$ cat src/rtl/fp_mult_pkg.sv
// Shared types and constants for the FP32 multiplier cluster: status flag
// layout, rounding modes and the response word stored by the scheduler FIFOs.
package fp_mult_pkg;

    // Status vector is {zero, inf, nan, tiny, huge, inexact}, MSB first.
    localparam int STATUS_W   = 6;
    localparam int ST_ZERO    = 5;
    localparam int ST_INF     = 4;
    localparam int ST_NAN     = 3;
    localparam int ST_TINY    = 2;
    localparam int ST_HUGE    = 1;
    localparam int ST_INEXACT = 0;

    // Rounding modes understood by the exception stage.
    typedef enum logic [2:0] {
        RND_NE = 3'd0,   // round to nearest, ties to even
        RND_TZ = 3'd1,   // toward zero
        RND_DN = 3'd2,   // toward -inf
        RND_UP = 3'd3,   // toward +inf
        RND_MM = 3'd4    // nearest, ties away from zero
    } rnd_mode_e;

    // One multiplier response: result word plus its flags.
    typedef struct packed {
        logic [31:0]         z;
        logic [STATUS_W-1:0] status;
    } fp_rsp_t;

    localparam int RSP_W = $bits(fp_rsp_t);

    // Pointer width for a DEPTH-entry ring; at least one bit so DEPTH=1 works.
    function automatic int ptr_width(input int depth);
        return (depth > 1) ? $clog2(depth) : 1;
    endfunction

endpackage

$ cat src/rtl/fp_rsp_fifo.sv
// First-word-fall-through response FIFO holding fp_rsp_t entries.
// The producer guarantees it never pushes while full, so there is no
// overflow protection here; pop is only issued while non-empty.
module fp_rsp_fifo
    import fp_mult_pkg::*;
#(
    parameter  int DEPTH = 4,
    localparam int CNT_W = $clog2(DEPTH + 1)
) (
    input  logic             clk,
    input  logic             rst,
    input  logic             push_i,
    input  logic [RSP_W-1:0] push_data_i,
    input  logic             pop_i,
    output logic [RSP_W-1:0] pop_data_o,
    output logic             empty_o,
    output logic [CNT_W-1:0] count_o
);

    localparam int               PTR_W    = ptr_width(DEPTH);
    localparam logic [PTR_W-1:0] LAST_PTR = PTR_W'(DEPTH - 1);

    fp_rsp_t          mem_q [DEPTH];
    logic [PTR_W-1:0] wr_ptr_q;
    logic [PTR_W-1:0] rd_ptr_q;
    logic [CNT_W-1:0] count_q;

    // Pointers wrap at DEPTH-1; count tracks push/pop, both may happen together.
    always_ff @(posedge clk) begin
        if (rst) begin
            wr_ptr_q <= '0;
            rd_ptr_q <= '0;
            count_q  <= '0;
        end else begin
            if (push_i) begin
                wr_ptr_q <= (wr_ptr_q == LAST_PTR) ? '0 : wr_ptr_q + 1'b1;
            end
            if (pop_i) begin
                rd_ptr_q <= (rd_ptr_q == LAST_PTR) ? '0 : rd_ptr_q + 1'b1;
            end
            if (push_i && !pop_i) begin
                count_q <= count_q + 1'b1;
            end else if (!push_i && pop_i) begin
                count_q <= count_q - 1'b1;
            end
        end
    end

    // Storage has no reset; validity is carried entirely by the count.
    always_ff @(posedge clk) begin
        if (push_i && !rst) begin
            mem_q[wr_ptr_q] <= push_data_i;
        end
    end

    assign pop_data_o = mem_q[rd_ptr_q];
    assign empty_o    = (count_q == '0);
    assign count_o    = count_q;

endmodule

$ cat src/rtl/fp_mult_sched.sv
// Two-requester scheduler in front of a fixed-latency FP32 multiplier.
// Round-robin grant, credit-gated issue, a tag pipeline that follows each
// operation through the multiplier, and one response FIFO per requester.
// A requester's credit counts its free FIFO slots minus its results in
// flight, so a returning result always has a slot waiting for it.
module fp_mult_sched
    import fp_mult_pkg::*;
#(
    parameter int LATENCY = 3,
    parameter int DEPTH   = 4
) (
    input  logic                clk,
    input  logic                rst,
    input  logic                req0_valid,
    input  logic [31:0]         req0_a,
    input  logic [31:0]         req0_b,
    output logic                req0_ready,
    input  logic                req1_valid,
    input  logic [31:0]         req1_a,
    input  logic [31:0]         req1_b,
    output logic                req1_ready,
    output logic                mult_valid,
    output logic [31:0]         mult_a,
    output logic [31:0]         mult_b,
    input  logic [31:0]         mult_z,
    input  logic [STATUS_W-1:0] mult_status,
    output logic                rsp0_valid,
    output logic [31:0]         rsp0_z,
    output logic [STATUS_W-1:0] rsp0_status,
    input  logic                rsp0_ready,
    output logic                rsp1_valid,
    output logic [31:0]         rsp1_z,
    output logic [STATUS_W-1:0] rsp1_status,
    input  logic                rsp1_ready
);

    // Handshake: an operation transfers on a cycle where reqN_valid and
    // reqN_ready are both high; a response transfers where rspN_valid and
    // rspN_ready are both high. Valid never depends on ready.

    localparam int                CRED_W   = $clog2(DEPTH + 1);
    localparam logic [CRED_W-1:0] CRED_MAX = CRED_W'(DEPTH);

    logic [CRED_W-1:0]  credit0_q, credit0_d;
    logic [CRED_W-1:0]  credit1_q, credit1_d;
    logic               last_grant_q, last_grant_d;
    logic [LATENCY-1:0] tag_vld_q;
    logic [LATENCY-1:0] tag_id_q;

    logic               elig0, elig1;
    logic               grant0, grant1;
    logic               issue;
    logic               push0, push1;
    logic               pop0, pop1;
    logic               empty0, empty1;
    logic [CRED_W-1:0]  count0, count1;
    logic [RSP_W-1:0]   rsp_in;
    logic [RSP_W-1:0]   rsp0_data, rsp1_data;
    fp_rsp_t            rsp0_word, rsp1_word;

    // Round-robin arbitration among requesters that are valid and hold credit.
    always_comb begin
        elig0  = !rst && req0_valid && (credit0_q != '0);
        elig1  = !rst && req1_valid && (credit1_q != '0);
        grant0 = elig0 && (!elig1 || last_grant_q);
        grant1 = elig1 && (!elig0 || !last_grant_q);
        issue  = grant0 || grant1;
        last_grant_d = last_grant_q;
        if (issue) begin
            last_grant_d = grant1;
        end
    end

    assign req0_ready = grant0;
    assign req1_ready = grant1;
    assign mult_valid = issue;

    // Operand mux toward the multiplier; zero when nothing is granted.
    always_comb begin
        mult_a = '0;
        mult_b = '0;
        if (grant0) begin
            mult_a = req0_a;
            mult_b = req0_b;
        end else if (grant1) begin
            mult_a = req1_a;
            mult_b = req1_b;
        end
    end

    // The tag leaving the last stage marks mult_z/mult_status as valid now.
    assign push0 = tag_vld_q[LATENCY-1] && !tag_id_q[LATENCY-1];
    assign push1 = tag_vld_q[LATENCY-1] &&  tag_id_q[LATENCY-1];
    assign pop0  = rsp0_ready && (count0 != '0);
    assign pop1  = rsp1_ready && (count1 != '0);

    // Credit bookkeeping: issue consumes a slot, pop returns one.
    always_comb begin
        credit0_d = credit0_q;
        credit1_d = credit1_q;
        if (grant0 && !pop0) begin
            credit0_d = credit0_q - 1'b1;
        end else if (pop0 && !grant0) begin
            credit0_d = credit0_q + 1'b1;
        end
        if (grant1 && !pop1) begin
            credit1_d = credit1_q - 1'b1;
        end else if (pop1 && !grant1) begin
            credit1_d = credit1_q + 1'b1;
        end
    end

    // Credits, grant history and the tag shift register.
    always_ff @(posedge clk) begin
        if (rst) begin
            credit0_q    <= CRED_MAX;
            credit1_q    <= CRED_MAX;
            last_grant_q <= 1'b1;
            tag_vld_q    <= '0;
            tag_id_q     <= '0;
        end else begin
            credit0_q    <= credit0_d;
            credit1_q    <= credit1_d;
            last_grant_q <= last_grant_d;
            tag_vld_q[0] <= issue;
            tag_id_q[0]  <= grant1;
            for (int k = 1; k < LATENCY; k++) begin
                tag_vld_q[k] <= tag_vld_q[k-1];
                tag_id_q[k]  <= tag_id_q[k-1];
            end
        end
    end

    assign rsp_in = {mult_z, mult_status};

    fp_rsp_fifo #(.DEPTH(DEPTH)) u_fifo0 (
        .clk         (clk),
        .rst         (rst),
        .push_i      (push0),
        .push_data_i (rsp_in),
        .pop_i       (pop0),
        .pop_data_o  (rsp0_data),
        .empty_o     (empty0),
        .count_o     (count0)
    );

    fp_rsp_fifo #(.DEPTH(DEPTH)) u_fifo1 (
        .clk         (clk),
        .rst         (rst),
        .push_i      (push1),
        .push_data_i (rsp_in),
        .pop_i       (pop1),
        .pop_data_o  (rsp1_data),
        .empty_o     (empty1),
        .count_o     (count1)
    );

    assign rsp0_word   = rsp0_data;
    assign rsp1_word   = rsp1_data;
    assign rsp0_valid  = !empty0;
    assign rsp1_valid  = !empty1;
    assign rsp0_z      = rsp0_word.z;
    assign rsp0_status = rsp0_word.status;
    assign rsp1_z      = rsp1_word.z;
    assign rsp1_status = rsp1_word.status;

endmodule
$ cat config.mk
export PLATFORM = sky130hd
export DESIGN_NAME = fp_mult_sched
export DESIGN_NICKNAME = d
export VERILOG_FILES = /design/src/rtl/fp_mult_pkg.sv /design/src/rtl/fp_rsp_fifo.sv /design/src/rtl/fp_mult_sched.sv
export SDC_FILE = /design/constraint.sdc
export NUM_CORES = 1
export LEC_CHECK = 0
export CORE_ASPECT_RATIO = 1.4
export CORE_MARGIN = 3
export CORE_UTILIZATION = 40
export DETAILED_ROUTE_END_ITERATION = 12
export PLACE_DENSITY = 0.73
export SLEW_MARGIN = 20
export SYNTH_ARGS = -nofsm -noshare
export SYNTH_HDL_FRONTEND = slang
export SYNTH_SLANG_ARGS = --single-unit
$ cat constraint.sdc
create_clock -name clk -period 4.65 [get_ports clk]
set_input_delay 1.1625 -clock clk [delete_from_list [all_inputs] [get_ports clk]]
set_output_delay 1.1625 -clock clk [all_outputs]
set_load 0.005 [all_outputs]
==> key figures <==
Critical path
  – CP bufs+invs: 3
  – Top delay family on crit path: buffers and inverters
  – WS Path Type: in2out
  – R2R Path End: credit1_q[2]
  – Most prevalent standard cell on the critical path: clkdlybuf4s50_1
  – Worst path slowest cell: clkdlybuf4s50_1
  – FF-to-FF setup slack: roughly 1.7 ns
  – Worst-path cell chain: clkdlybuf4s50_1, nand2b_1, a311oi_4, buf_12, a22o_1, clkdlybuf4s50_1
  – Worst EP arrival: approximately 3.3 ns
  – CP Capture Type: output pin
  – R2r worst-path depth: 9
  – Slowest stage delay, CP: 0.53 ns
  – Critical Path Source Type: input port
  – CP Max Fanout: 66
  – Reg2reg start: credit0_q[2]
  – Req. time, crit path: 3.49 ns

CTS
  – Clk sinks: 335
  – Total CTS buffers: 28
  – Clock transition at path regs: 0.07 ns
  – Clock latency on the worst-skew pair: 0.54 ns
  – Hold_buf cts: 0
  – Post-CTS resize count: 0
  – Clock H-tree levels: 1
  – TritonCTS clock tree: done
  – Setup bufs post-CTS: 0
  – CTS max path bufs: 3
  – Clock tree root buffer cell: clkbuf_16

Die
  – Die area: 34,900 µm²
  – Row count: between 70 and 80
  – Initial core utilization: 0.410
  – Core area: approximately 32,000 µm²
  – Die width: around 160 µm
  – Die H: approximately 220 µm
  – # IOs: about 320

Timing
  – Final setup violation count: 0
  – Period utilization: 0.965
  – Final Hold Viols: 0
  – RSZ-0062 raised after global routing: false
  – Worst hold slack: between 0.4 and 0.5 ns
  – FMAX: 223 MHz
  – Fin Clk Skew: 0.0151 ns
  – Final Max Tran Viols: 0
  – Total negative setup slack: 0 ns
  – Worst Tran Pin Value: 0.906 ns
  – Fin crit period: 4.49 ns
  – Slack of the critical path: 0.163 ns
  – Max_slew headroom: 0.391

GRT
  – First-pass GRT wire length: between 40,000 and 50,000 µm
  – Grt ovf: 0
  – Antenna violations before repair: 22
  – Pin count of the biggest net entering global routing: 67
  – Vias in the first global route: 7,835
  – Total track usage: 0.191

Worst hold path
  – Hold Path Depth: 1
  – Worst Hold Class: reg2reg
  – Hold endpoint: tag_id_q[2]
  – Hold path startpoint: tag_id_q[1]

Layout
  – Most frequent cells in the layout: 316 x clkdlybuf4s50_1, 304 x edfxtp_1, 76 x mux4_2, 64 x a22o_1, 29 x clkbuf_16
  – Post-route cell area: between 15,000 and 20,000 µm²
  – Footprint of the multi-input gates: 3120 µm²
  – Share of layout cells above drive strength 1: 0.150
  – Fin cells: approximately 1,400
  – Layout net count: between 1,000 and 1,500
  – Register area: 9760 µm²
  – Fill cells: 2,517
  – Leading cell type in the layout, fill and taps excluded: clkdlybuf4s50_1
  – Layout area overhead: 34.9%

Placement
  – Placed cells: 1,361
  – Port bufs: between 300 and 400
  – Final RePlAce weighted congestion: between 0.7 and 0.8
  – Final HPWL DP: 23,800 µm
  – Placed instance area: 16,800 µm²
  – Post-place setup slack: 0.176 ns

Routing
  – Routed len/inst: 23.8 µm
  – Drt pass-1 iters: 5
  – Starting DRT DRC Count: around 530
  – Residual DRC: 0
  – Antenna viol nets, final: 0
  – Via density: 5.24
  – Routed wire length: about 34,000 µm
  – Vias: roughly 7,400

Status
  – Outcome: finished clean

Logic synthesis
  – Cell taking the most area after synthesis: edfxtp_1
  – Mapped Nets: 818
  – Syn Inst Count: 628
  – Yosys warning count: 0
  – Prevailing post-synth register cell: edfxtp_1
  – Top post-synthesis cells by area: edfxtp_1 70%, mux4_2 13%, dfxtp_1 4.7%
  – Asr flop ratio synth: 0
  – FF+latch count, synth: approximately 340
  – Top cell type's share of synthesized area: 0.698
  – Post-synth EDFFs: 304
  – Post-synthesis area per instance: about 21 µm²
  – Cell Area, Synth: 13,100 µm²
  – Sequential share of the synthesized area: 0.746
  – Post-synthesis cell type count: 33

Power and ir drop
  – Sw Share: 0.240
  – Clk network pwr share: 0.289
  – Leakage power: approximately 5.7 nW
  – Pwr per Cell Area: 427 nW/µm²
  – Int Power: 0.00572 W
  – VDD IR max: 265 µV
  – Switching power: 0.00181 W
  – Comb pwr share: 0.228
  – Sequential power share: 0.483

Run
  – Max-cap violations: 0
## area by class of cell
class                   count  share of cell area
diodes                      6            0.000851
repair buffers            332               0.188
multi-input cells         247               0.177
inverters                  13             0.00277
flip-flops and latches    335               0.553
clock buffers              34              0.0422
clock inverters            15             0.00574
well taps                 434              0.0308
## synth_stat cells, drive strengths merged, types with 2 or more instances
cell,count
and3b,2
buf,23
and2,6
nor3,4
o21ai,4
nor3b,2
nand2,4
or3b,2
nand2b,2
or3,7
ha,14
mux4,76
a21oi,7
xor2,8
a22o,64
mux2i,7
inv,13
nor2,19
o31ai,2
clkbuf,10
fa,4
edfxtp,304
a311oi,2
o22ai,2
nor2b,6
dfxtp,31
## power by group through the flow
stage | registers [W] | clock network [W] | logic [W]
2_1_floorplan | 0.00348 | 0 | 0.000999
3_3_place_gp | 0.00373 | 0 | 0.00173
3_5_place_dp | 0.00373 | 0 | 0.00174
4_1_cts | 0.00366 | 0.00223 | 0.00175
5_1_grt | 0.00369 | 0.00235 | 0.00184
6_report | 0.00364 | 0.00217 | 0.00171
## stage by stage
step | util | power [W]
4_1_cts | 0.553 | 0.00764
6_report | 0.553 | 0.00752
3_3_place_gp | 0.526 | 0.00545
5_1_grt | 0.553 | 0.00788
3_5_place_dp | 0.526 | 0.00547
2_1_floorplan | - | 0.00448
## registers in the layout, summed over array words and instances (netlist names), named ones only
| name | cells |
|---|---|
| u_fifo0.mem_q | 152 |
| u_fifo1.mem_q | 152 |
| credit0_q | 3 |
| credit1_q | 3 |
| tag_id_q | 3 |
| tag_vld_q | 3 |
| u_fifo0.count_o | 3 |
| u_fifo1.count_o | 3 |
| u_fifo0.rd_ptr_q | 2 |
| u_fifo0.wr_ptr_q | 2 |
| u_fifo1.rd_ptr_q | 2 |
| u_fifo1.wr_ptr_q | 2 |
| last_grant_q | 1 |
## worst max path at each step
stage	end	cells after the start	slack (ns)	from
after floorplan	u_fifo1.mem_q[3][0]	3	1.13	rst
after detailed placement	mult_b[23]	6	0.18	rst
final	mult_b[23]	6	0.16	rst
after global placement	mult_b[23]	6	0.20	rst
after global routing	mult_b[12]	6	0.06	rst
after CTS	mult_b[23]	6	0.15	rst
## cell families (layout without fill, tap and decap cells)
group                    after synthesis  in the layout  share of synthesized area
flip-flops                           335            335                      0.746
other                                  0              6                          0
adder cells (fa/ha/maj)               18             18                     0.0195
multiplexers                          83             83                      0.136
buffers and inverters                 46            394                     0.0181
XOR/XNOR                               8              8                    0.00536
AND/OR/NAND/NOR                       55             55                     0.0228
AO/OA/AOI/OAI                         83             83                     0.0524
## layer usage
layer | track usage | part of all wire | up-vias | wire [µm]
li1 | - | - | 3268 | -
met1 | 0.226 | 0.36 | 3677 | 12000
met2 | 0.329 | 0.50 | 407 | 16800
met3 | 0.0619 | 0.11 | 64 | 3630
met4 | 0.0689 | 0.032 | 10 | 1090
met5 | 0 | 0.0020 | - | 68
Note: power is estimated with default switching activity, not from simulation.
